[config.mk]
export PLATFORM = sky130hd
export DESIGN_NAME = rv_mc_ctrl
export DESIGN_NICKNAME = d
export VERILOG_FILES = /design/src/rtl/rv_ctrl_pkg.sv /design/src/rtl/rv_ctrl_dec.sv /design/src/rtl/rv_mc_ctrl.sv
export SDC_FILE = /design/constraint.sdc
export NUM_CORES = 1
export LEC_CHECK = 0
export CORE_AREA = 2 2 39 41
export CTS_CLUSTER_SIZE = 12
export DETAILED_ROUTE_END_ITERATION = 10
export DIE_AREA = 0 0 41 43
export PLACE_DENSITY = 0.77
export SETUP_SLACK_MARGIN = 0.1
export SLEW_MARGIN = 15
export SYNTH_ARGS = -nofsm -noshare
export SYNTH_HDL_FRONTEND = slang
export SYNTH_SLANG_ARGS = --single-unit
[constraint.sdc]
create_clock -name clk_i -period 2.4 [get_ports clk_i]
set_input_delay 0.36 -clock clk_i [delete_from_list [all_inputs] [get_ports clk_i]]
set_output_delay 0.36 -clock clk_i [all_outputs]
set_load 0.03 [all_outputs]
[src/rtl/rv_ctrl_pkg.sv]
// Shared encodings for the multi-cycle RISC control path.
// RV_MC_CTRL_MUL_EN selects the multi-cycle mul decode.
package rv_ctrl_pkg;

  typedef enum logic [2:0] {
    S_IDLE   = 3'd0,
    S_FETCH  = 3'd1,
    S_DECODE = 3'd2,
    S_EXEC   = 3'd3,
    S_MEM    = 3'd4,
    S_WB     = 3'd5
  } state_e;

  typedef enum logic [1:0] {
    ALU_ADD   = 2'd0,
    ALU_SUB   = 2'd1,
    ALU_FUNCT = 2'd2,
    ALU_MUL   = 2'd3
  } alu_op_e;

  typedef enum logic [1:0] {
    PC_PLUS4  = 2'd0,
    PC_BRANCH = 2'd1,
    PC_JUMP   = 2'd2
  } pc_src_e;

  localparam logic [5:0] OP_RTYPE = 6'b000000;
  localparam logic [5:0] OP_ADDI  = 6'b001000;
  localparam logic [5:0] OP_LW    = 6'b100011;
  localparam logic [5:0] OP_SW    = 6'b101011;
  localparam logic [5:0] OP_BEQ   = 6'b000100;
  localparam logic [5:0] OP_J     = 6'b000010;
  localparam logic [5:0] FN_MUL   = 6'b011000;

`ifdef RV_MC_CTRL_MUL_EN
  localparam bit MUL_EN = 1'b1;
`else
  localparam bit MUL_EN = 1'b0;
`endif

  typedef struct packed {
    logic    legal;
    logic    is_r;
    logic    is_lw;
    logic    is_sw;
    logic    is_beq;
    logic    is_j;
    logic    alu_src;
    alu_op_e alu_op;
  } dec_t;

endpackage

[src/rtl/rv_ctrl_dec.sv]
// Combinational op/funct decode into EXEC-stage controls.
// Mul recognition follows RV_MC_CTRL_MUL_EN (via rv_ctrl_pkg::MUL_EN).
module rv_ctrl_dec
  import rv_ctrl_pkg::*;
(
  input  logic [5:0] op_i,
  input  logic [5:0] funct_i,
  output dec_t       dec_o
);

  always_comb begin
    dec_o        = '0;
    dec_o.alu_op = ALU_ADD;
    case (op_i)
      OP_RTYPE: begin
        dec_o.legal  = 1'b1;
        dec_o.is_r   = 1'b1;
        dec_o.alu_op = (MUL_EN && funct_i == FN_MUL) ? ALU_MUL : ALU_FUNCT;
      end
      OP_ADDI: begin
        dec_o.legal   = 1'b1;
        dec_o.alu_src = 1'b1;
      end
      OP_LW: begin
        dec_o.legal   = 1'b1;
        dec_o.is_lw   = 1'b1;
        dec_o.alu_src = 1'b1;
      end
      OP_SW: begin
        dec_o.legal   = 1'b1;
        dec_o.is_sw   = 1'b1;
        dec_o.alu_src = 1'b1;
      end
      OP_BEQ: begin
        dec_o.legal  = 1'b1;
        dec_o.is_beq = 1'b1;
        dec_o.alu_op = ALU_SUB;
      end
      OP_J: begin
        dec_o.legal = 1'b1;
        dec_o.is_j  = 1'b1;
      end
      default: ;
    endcase
  end

endmodule

[src/rtl/rv_mc_ctrl.sv]
// Multi-cycle control FSM: fetch/decode/exec/mem/writeback sequencing and strobes.
// RV_MC_CTRL_MUL_EN adds a down-counter that stretches EXEC for mul.
module rv_mc_ctrl
  import rv_ctrl_pkg::*;
#(
  parameter int unsigned MUL_CYCLES = 4
) (
  input  logic       clk_i,
  input  logic       rst_i,
  input  logic       start_i,
  input  logic [5:0] op_i,
  input  logic [5:0] funct_i,
  input  logic       zero_i,
  input  logic       mem_ready_i,
  output logic       pc_we_o,
  output logic       ir_we_o,
  output logic       reg_we_o,
  output logic       mem_rd_o,
  output logic       mem_wr_o,
  output logic       alu_src_o,
  output logic       reg_dst_o,
  output logic       mem_to_reg_o,
  output logic [1:0] pc_src_o,
  output logic [1:0] alu_op_o,
  output logic       busy_o,
  output logic       err_o,
  output logic [2:0] state_o
);

  if (MUL_CYCLES < 2 || MUL_CYCLES > 15) begin : g_bad_mul_cycles
    $error("rv_mc_ctrl: MUL_CYCLES must be in 2..15");
  end

  state_e state_q, state_d;
  dec_t   dec;

`ifdef RV_MC_CTRL_MUL_EN
  logic [3:0] cnt_q, cnt_d;
`endif

  rv_ctrl_dec u_dec (
    .op_i    (op_i),
    .funct_i (funct_i),
    .dec_o   (dec)
  );

  // Strobes depend on the current state plus mem_ready_i/zero_i in the same cycle.
  always_comb begin
    state_d      = state_q;
`ifdef RV_MC_CTRL_MUL_EN
    cnt_d        = cnt_q;
`endif
    pc_we_o      = 1'b0;
    ir_we_o      = 1'b0;
    reg_we_o     = 1'b0;
    mem_rd_o     = 1'b0;
    mem_wr_o     = 1'b0;
    alu_src_o    = 1'b0;
    reg_dst_o    = 1'b0;
    mem_to_reg_o = 1'b0;
    pc_src_o     = PC_PLUS4;
    alu_op_o     = ALU_ADD;
    err_o        = 1'b0;
    case (state_q)
      S_IDLE: if (start_i) state_d = S_FETCH;
      S_FETCH: begin
        mem_rd_o = 1'b1;
        if (mem_ready_i) begin
          ir_we_o = 1'b1;
          pc_we_o = 1'b1;
          state_d = S_DECODE;
        end
      end
      S_DECODE: begin
`ifdef RV_MC_CTRL_MUL_EN
        cnt_d = 4'(MUL_CYCLES - 1);
`endif
        if (dec.legal) state_d = S_EXEC;
        else begin
          err_o   = 1'b1;
          state_d = S_FETCH;
        end
      end
      S_EXEC: begin
        alu_src_o = dec.alu_src;
        alu_op_o  = dec.alu_op;
        if (dec.is_beq) begin
          if (zero_i) begin
            pc_we_o  = 1'b1;
            pc_src_o = PC_BRANCH;
          end
          state_d = S_FETCH;
        end else if (dec.is_j) begin
          pc_we_o  = 1'b1;
          pc_src_o = PC_JUMP;
          state_d  = S_FETCH;
        end else if (dec.is_lw || dec.is_sw) state_d = S_MEM;
`ifdef RV_MC_CTRL_MUL_EN
        else if (dec.alu_op == ALU_MUL && cnt_q != 4'd0) cnt_d = cnt_q - 4'd1;
`endif
        else state_d = S_WB;
      end
      S_MEM: begin
        alu_src_o = dec.alu_src;
        mem_rd_o  = dec.is_lw;
        mem_wr_o  = dec.is_sw;
        if (mem_ready_i) state_d = dec.is_lw ? S_WB : S_FETCH;
      end
      S_WB: begin
        alu_src_o    = dec.alu_src;
        reg_we_o     = 1'b1;
        reg_dst_o    = dec.is_r;
        mem_to_reg_o = dec.is_lw;
        state_d      = S_FETCH;
      end
      default: state_d = S_IDLE;
    endcase
  end

  always_ff @(posedge clk_i or negedge rst_i) begin
    if (!rst_i) begin
      state_q <= S_IDLE;
`ifdef RV_MC_CTRL_MUL_EN
      cnt_q   <= 4'd0;
`endif
    end else begin
      state_q <= state_d;
`ifdef RV_MC_CTRL_MUL_EN
      cnt_q   <= cnt_d;
`endif
    end
  end

  assign busy_o  = (state_q != S_IDLE);
  assign state_o = state_q;

endmodule
==> run_summary.xml, run 1 <==
<?xml version="1.0" encoding="UTF-8"?>
<metrics>
  <group name="grt">
    <metric name="grt_pass1_wl" unit="um">1820</metric>
    <metric name="number_of_antenna_violations_at_the_first_check_in_global_routing" unit="">0</metric>
    <metric name="busiest_layer" unit="">met2</metric>
    <metric name="grt.met2_usage" unit="">0.231</metric>
    <metric name="grt_use_total" unit="">0.157</metric>
    <metric name="grtUsageMet1" unit="">0.177</metric>
    <metric name="pin_count_of_the_biggest_net_entering_global_routing" unit="">11</metric>
    <metric name="grt_remaining_overflow" unit="">0</metric>
    <metric name="grt_pass1_vias" unit="">474</metric>
    <metric name="globalRouteMet3Util" unit="">0.0314</metric>
  </group>
  <group name="place">
    <metric name="place.detailed.hpwl" unit="um">982</metric>
    <metric name="port_buffers" unit="">27</metric>
    <metric name="number_of_placed_cells_counting_well_taps" unit="">105</metric>
    <metric name="gp_congestion" unit="">0.792</metric>
    <metric name="placed_cell_area" unit="um^2">734</metric>
    <metric name="dp_slack" unit="ns">-0.143</metric>
  </group>
  <group name="sta">
    <metric name="grt_setup_unrepaired" unit="">false</metric>
    <metric name="worst-slew-pin-transition" unit="ns">0.296</metric>
    <metric name="part_of_the_cycle_the_worst_path_needs" unit="">0.935</metric>
    <metric name="post-route-worst-setup-slack" unit="ns">0.157</metric>
    <metric name="finClkSkew" unit="ns">0.00590</metric>
    <metric name="relSlewSlack" unit="">0.800</metric>
    <metric name="fin_crit" unit="ns">2.24</metric>
    <metric name="final_setup_viols" unit="">0</metric>
    <metric name="final_hold_viol_count" unit="">0</metric>
    <metric name="maxClockFrequency" unit="MHz">446</metric>
    <metric name="drv_slew" unit="">0</metric>
    <metric name="finalHoldWorstSlack" unit="ns">0.305</metric>
  </group>
  <group name="die">
    <metric name="chipHeight" unit="um">43</metric>
    <metric name="initial_core_util" unit="">0.297</metric>
    <metric name="placement_rows" unit="">14</metric>
    <metric name="dieArea" unit="um^2">1760</metric>
    <metric name="i_o_pin_total" unit="">34</metric>
    <metric name="core_area" unit="um^2">1380</metric>
    <metric name="floorplan.die.width" unit="um">41</metric>
  </group>
  <group name="detailed_routing">
    <metric name="postRouteAntennaNets" unit="">0</metric>
    <metric name="drcViolationCount" unit="">0</metric>
    <metric name="detail_route.wl_per_cell" unit="um">11.6</metric>
    <metric name="initialDrtViolationCount" unit="">6</metric>
    <metric name="num_vias" unit="">566</metric>
    <metric name="route.detailed.vias_per_inst" unit="">5.19</metric>
    <metric name="drt_total_wl" unit="um">1270</metric>
    <metric name="drt_pass1_iterations" unit="">4</metric>
  </group>
  <group name="setup_path">
    <metric name="timing.critical_path.from_type" unit="">input pin</metric>
    <metric name="endpoint_kind" unit="">output port</metric>
    <metric name="crit_path_max_fanout" unit="">2</metric>
    <metric name="critical_path_class" unit="">input pin to output port</metric>
    <metric name="arrival_worst_endpoint" unit="ns">1.88</metric>
    <metric name="cp_top_family" unit="">buffers and inverters</metric>
    <metric name="reg2regPathDepth" unit="">5</metric>
    <metric name="critical_path.cell_chain" unit="">clkdlybuf4s50_1 &gt; maj3_1 &gt; o32ai_2 &gt; a21oi_1 &gt; dlygate4sd2_1</metric>
    <metric name="timing.critical_path.slowest_cell_delay" unit="ns">0.42</metric>
    <metric name="critical-path-slowest-cell" unit="">sky130_fd_sc_hd__clkdlybuf4s50_1</metric>
    <metric name="crit_cells" unit="">5</metric>
    <metric name="cp_num_buf_inv" unit="">2</metric>
    <metric name="critical_path_required" unit="ns">2.04</metric>
  </group>
  <group name="layout">
    <metric name="most_common_cell_after_layout_fill_and_taps_aside" unit="">sky130_fd_sc_hd__buf_4</metric>
    <metric name="finalNetCount" unit="">111</metric>
    <metric name="largest_register_ffs" unit="">3</metric>
    <metric name="most_used_cells_in_the_layout_excluding_fill_and_tap_cells" unit="">20 x sky130_fd_sc_hd__buf_4, 13 x sky130_fd_sc_hd__clkdlybuf4s50_1, 6 x sky130_fd_sc_hd__nor2_1, 5 x sky130_fd_sc_hd__nor3_1</metric>
    <metric name="post_layout_nonfiller_instances" unit="">109</metric>
    <metric name="diodes" unit="">0</metric>
    <metric name="drive_gt1_frac" unit="">0.312</metric>
    <metric name="postLayoutCoreUtil" unit="">0.552</metric>
    <metric name="layout.cell_area.non_filler" unit="um^2">763</metric>
    <metric name="areaGrowthSynthToFinish" unit="%">85.4</metric>
  </group>
  <group name="clock_network">
    <metric name="cts_tree" unit="">built</metric>
    <metric name="cts_buffers" unit="">3</metric>
    <metric name="cts.htree.levels" unit="">1</metric>
    <metric name="post-cts-setup-buffer-count" unit="">0</metric>
    <metric name="worst_setup_hold_path_clk_slew" unit="ns">0.04</metric>
    <metric name="clkSinkCount" unit="">3</metric>
    <metric name="clk-insertion-delay-late" unit="ns">0.24</metric>
    <metric name="clock-root-buffer" unit="">sky130_fd_sc_hd__clkbuf_4</metric>
    <metric name="clock_tree.buffer_depth" unit="">2</metric>
  </group>
  <group name="logic_synthesis">
    <metric name="ys_async_sr_fraction" unit="">1.00</metric>
    <metric name="synthesis.yosys.warnings" unit="">0</metric>
    <metric name="synth_fp_nets" unit="">75</metric>
    <metric name="syn-cell-area" unit="um^2">412</metric>
    <metric name="yosys_reg_bits" unit="">3</metric>
    <metric name="post_synth_inst_count" unit="">58</metric>
    <metric name="ys_seq_area_frac" unit="">0.182</metric>
    <metric name="ys.flop_type" unit="">sky130_fd_sc_hd__dfrtp_1</metric>
    <metric name="synth.lib_cells_used.distinct" unit="">29</metric>
    <metric name="synth_enable_flop_cells" unit="">0</metric>
    <metric name="avgSynthCellArea" unit="um^2">7.10</metric>
  </group>
  <group name="run">
    <metric name="max_capacitance_violation_total" unit="">0</metric>
  </group>
  <group name="run_status">
    <metric name="status" unit="">finished, final reports clean</metric>
  </group>
  <group name="power_and_ir_drop">
    <metric name="peakVddDrop" unit="mV">0.353</metric>
    <metric name="power_density_cells" unit="nW/um^2">929</metric>
    <metric name="power.leakage" unit="uW">0.000357</metric>
  </group>
  <group name="min_path">
    <metric name="hold_class" unit="">input pin to async pin</metric>
  </group>
</metrics>
area by class of cell:
cell class | instances | area [um^2]
clock buffer | 4 | 26.3
fill | 143 | 621
inverter | 3 | 11.3
multi-input combinational | 46 | 315
sequential | 3 | 75.1
tap | 16 | 20.0
timing repair buffer | 37 | 315
power by group:
part / leakage (uW) / switching, uW / internal [uW]
Clock: 0.0000150 / 27.7 / 62.4
Combinational: 0.000304 / 303 / 234
Sequential: 0.0000381 / 8.56 / 73.7
worst register-to-register path, delay by kind of cell, from the launching register on:
kind            cells  cell delay [ns]
simple gates        2             0.39
flops               1             0.36
buf+inv             2             0.31
compound gates      1             0.08
repair_timing:
action | in CTS | in global routing
pin swaps | 1 | 0
setup endpoints to repair | 4 | 1
gates resized for setup | 4 | 1
hold buffers | 0 | 0
kinds of logic (layout without fill, tap and decap cells):
logic type | count (synthesis) | in the layout | share of synthesized area
AND/OR/NAND/NOR | 31 | 31 | 0.465
AO/OA/AOI/OAI | 12 | 12 | 0.201
buffers and inverters | 9 | 44 | 0.0821
adder cells (fa/ha/maj) | 1 | 1 | 0.0243
flip-flops | 3 | 3 | 0.182
multiplexers | 1 | 1 | 0.0243
XOR/XNOR | 1 | 1 | 0.0213
per-layer routing:
metal,share of wire,routed length [um]
met2,0.46,586
met5,0,0
met3,0.084,107
met4,0.013,16
met1,0.44,556
final timing paths:
kind | endpoint | slack, ns | start
min | state_o[2] | 0.30 | rst_i
max | err_o | 0.16 | op_i[2]
min in group clk_i | state_o[2] | 0.62 | state_o[0]
min reg2reg | state_o[2] | 0.62 | state_o[0]
max in group asynchronous | state_o[0] | 1.95 | rst_i
max reg2reg | state_o[1] | 1.20 | state_o[2]
cell usage after synthesis (all sizes together), types with 2 or more instances:
| cell | n | area share |
|---|---|---|
| o21ai | 2 | 0.024 |
| nor3 | 5 | 0.061 |
| a21oi | 3 | 0.036 |
| inv | 3 | 0.027 |
| nand3b | 2 | 0.036 |
| and3 | 3 | 0.049 |
| o32ai | 2 | 0.043 |
| nand2b | 4 | 0.061 |
| a21o | 2 | 0.036 |
| clkbuf | 6 | 0.055 |
| dfrtp | 3 | 0.18 |
| or3 | 3 | 0.058 |
| nor2 | 6 | 0.055 |
per-stage QoR:
step / setup TNS, ns / power (uW)
global route: 0 / 754
detailed placement: -0.143 / 626
finish: 0 / 709
CTS: 0 / 715
global placement: -0.144 / 618
floorplan: 0 / 406
(Power assumes the default switching activity.)
==> run 2, diff against run 1 <==
==> constraint.sdc (replaced) <==
create_clock -name clk_i -period 2.9 [get_ports clk_i]
set_input_delay 0.435 -clock clk_i [delete_from_list [all_inputs] [get_ports clk_i]]
set_output_delay 0.435 -clock clk_i [all_outputs]
set_load 0.03 [all_outputs]
==> run_summary.xml, run 2 (synthesis gave the netlist of run 1 again) <==
<?xml version="1.0" encoding="UTF-8"?>
<metrics>
  <group name="sta">
    <metric name="final_hold_viol_count" unit="">0</metric>
    <metric name="finClkSkew" unit="ns">0.00115</metric>
    <metric name="grt_setup_unrepaired" unit="">false</metric>
    <metric name="relSlewSlack" unit="">0.673</metric>
    <metric name="part_of_the_cycle_the_worst_path_needs" unit="">0.925</metric>
    <metric name="fin_crit" unit="ns">2.68</metric>
    <metric name="final.setup.tns" unit="ns">0</metric>
    <metric name="worst-slew-pin-transition" unit="ns">0.490</metric>
    <metric name="maxClockFrequency" unit="MHz">373</metric>
    <metric name="final_setup_viols" unit="">0</metric>
    <metric name="drv_slew" unit="">0</metric>
    <metric name="finalHoldWorstSlack" unit="ns">0.383</metric>
  </group>
  <group name="layout">
    <metric name="most_used_cells_in_the_layout_excluding_fill_and_tap_cells" unit="">18 x sky130_fd_sc_hd__clkdlybuf4s50_1, 7 x sky130_fd_sc_hd__buf_4, 6 x sky130_fd_sc_hd__nor2_1, 5 x sky130_fd_sc_hd__nor3_1</metric>
    <metric name="finalNetCount" unit="">105</metric>
    <metric name="most_common_cell_after_layout_fill_and_taps_aside" unit="">sky130_fd_sc_hd__clkdlybuf4s50_1</metric>
    <metric name="diodes" unit="">0</metric>
    <metric name="drive_gt1_frac" unit="">0.161</metric>
    <metric name="areaGrowthSynthToFinish" unit="%">78.7</metric>
    <metric name="largest_register_ffs" unit="">3</metric>
  </group>
  <group name="clock_network">
    <metric name="clock_tree.buffer_depth" unit="">2</metric>
    <metric name="cts_tree" unit="">built</metric>
    <metric name="cts_buffers" unit="">3</metric>
    <metric name="clk-insertion-delay-late" unit="ns">0.23</metric>
    <metric name="clock-root-buffer" unit="">sky130_fd_sc_hd__clkbuf_4</metric>
    <metric name="clkSinkCount" unit="">3</metric>
    <metric name="cts.htree.levels" unit="">1</metric>
    <metric name="worst_setup_hold_path_clk_slew" unit="ns">0.04</metric>
    <metric name="holdBufCountCts" unit="">0</metric>
  </group>
  <group name="detailed_routing">
    <metric name="drcViolationCount" unit="">0</metric>
    <metric name="route.detailed.vias_per_inst" unit="">5.13</metric>
    <metric name="initialDrtViolationCount" unit="">8</metric>
    <metric name="postRouteAntennaNets" unit="">0</metric>
    <metric name="num_vias" unit="">528</metric>
    <metric name="detail_route.wl_per_cell" unit="um">11.9</metric>
    <metric name="drt_total_wl" unit="um">1230</metric>
    <metric name="drt_pass1_iterations" unit="">4</metric>
  </group>
  <group name="setup_path">
    <metric name="timing.critical_path.slowest_cell_delay" unit="ns">0.66</metric>
    <metric name="arrival_worst_endpoint" unit="ns">2.25</metric>
    <metric name="critical_path_class" unit="">input pin to output port</metric>
    <metric name="reg2regPathDepth" unit="">3</metric>
    <metric name="timing.critical_path.mode_cell" unit="">sky130_fd_sc_hd__clkdlybuf4s50_1</metric>
    <metric name="critical_path_required" unit="ns">2.47</metric>
    <metric name="endpoint_kind" unit="">output port</metric>
    <metric name="critical_path.cell_chain" unit="">clkdlybuf4s50_1 &gt; buf_4 &gt; nand3_1 &gt; nor3_1 &gt; and3_1 &gt; clkdlybuf4s50_1</metric>
    <metric name="ff2ff_setup_slack" unit="ns">1.58</metric>
    <metric name="timing.critical_path.from_type" unit="">input pin</metric>
    <metric name="critical-path-slowest-cell" unit="">sky130_fd_sc_hd__clkdlybuf4s50_1</metric>
    <metric name="crit_path_max_fanout" unit="">8</metric>
  </group>
  <group name="min_path">
    <metric name="hold_class" unit="">input pin to async pin</metric>
  </group>
  <group name="power_and_ir_drop">
    <metric name="peakVddDrop" unit="mV">0.414</metric>
    <metric name="power_density_cells" unit="nW/um^2">731</metric>
    <metric name="power.leakage" unit="uW">0.000380</metric>
  </group>
  <group name="die">
    <metric name="core_area" unit="um^2">1380</metric>
    <metric name="floorplan.die.width" unit="um">41</metric>
    <metric name="dieArea" unit="um^2">1760</metric>
    <metric name="initial_core_util" unit="">0.297</metric>
    <metric name="i_o_pin_total" unit="">34</metric>
    <metric name="chipHeight" unit="um">43</metric>
    <metric name="placement_rows" unit="">14</metric>
  </group>
  <group name="grt">
    <metric name="grt_pass1_vias" unit="">447</metric>
    <metric name="grt_remaining_overflow" unit="">0</metric>
    <metric name="grt_use_total" unit="">0.152</metric>
    <metric name="number_of_antenna_violations_at_the_first_check_in_global_routing" unit="">0</metric>
    <metric name="pin_count_of_the_biggest_net_entering_global_routing" unit="">12</metric>
    <metric name="grt_pass1_wl" unit="um">1860</metric>
  </group>
  <group name="place">
    <metric name="port_buffers" unit="">27</metric>
    <metric name="gp_congestion" unit="">0.746</metric>
    <metric name="place.detailed.hpwl" unit="um">935</metric>
  </group>
  <group name="run">
    <metric name="max_capacitance_violation_total" unit="">0</metric>
  </group>
  <group name="run_status">
    <metric name="status" unit="">finished, final reports clean</metric>
  </group>
</metrics>
[run 2: area by class of cell]
class                      count  area, um^2
fill                         145         648
clock buffer                   4        26.3
multi-input combinational     46         303
timing repair buffer          31         300
tap                           16        20.0
sequential                     3        75.1
inverter                       3        11.3
[run 2: routing by layer]
layer,vias to the layer above,GRT usage,part of all wire
li1,276,-,-
met1,236,0.190,0.48
met2,16,0.241,0.47
met3,0,0.0628,0.047
met4,0,0.0200,0
met5,-,0,0
[run 2: final timing paths]
kind,start,to
setup / recovery,op_i[1],mem_wr_o
hold / removal,rst_i,state_o[0]
setup reg to reg,state_o[2],state_o[1]
hold reg to reg,state_o[0],state_o[2]
max in group asynchronous,rst_i,state_o[2]
min in group clk_i,state_o[0],state_o[2]
[run 2: where the power goes]
group	leakage [uW]	switching (uW)	internal, uW
Combinational	0.000327	197	159
Sequential	0.0000381	47.7	60.8
Clock	0.0000150	21.7	51.6
[run 2: through the flow]
step	util	setup WS [ns]	cell area (um^2)	power [uW]	instances
after global placement	0.507	0.0987	702	471	99
after CTS	0.524	0.118	726	542	103
after detailed placement	0.507	0.0805	702	475	99
after global routing	0.532	0.105	736	573	103
final	0.532	0.216	736	537	103
after floorplan	-	0.418	412	332	58
[run 2: critical path: cells and delay by family]
kind	cells	cell delay, ns
buf+inv	3	1.29
simple gates	3	0.52
[run 2: repair_timing]
action,CTS,global route
resized for setup,2,4
setup buffers,0,0
endpoints found under the setup margin,2,4
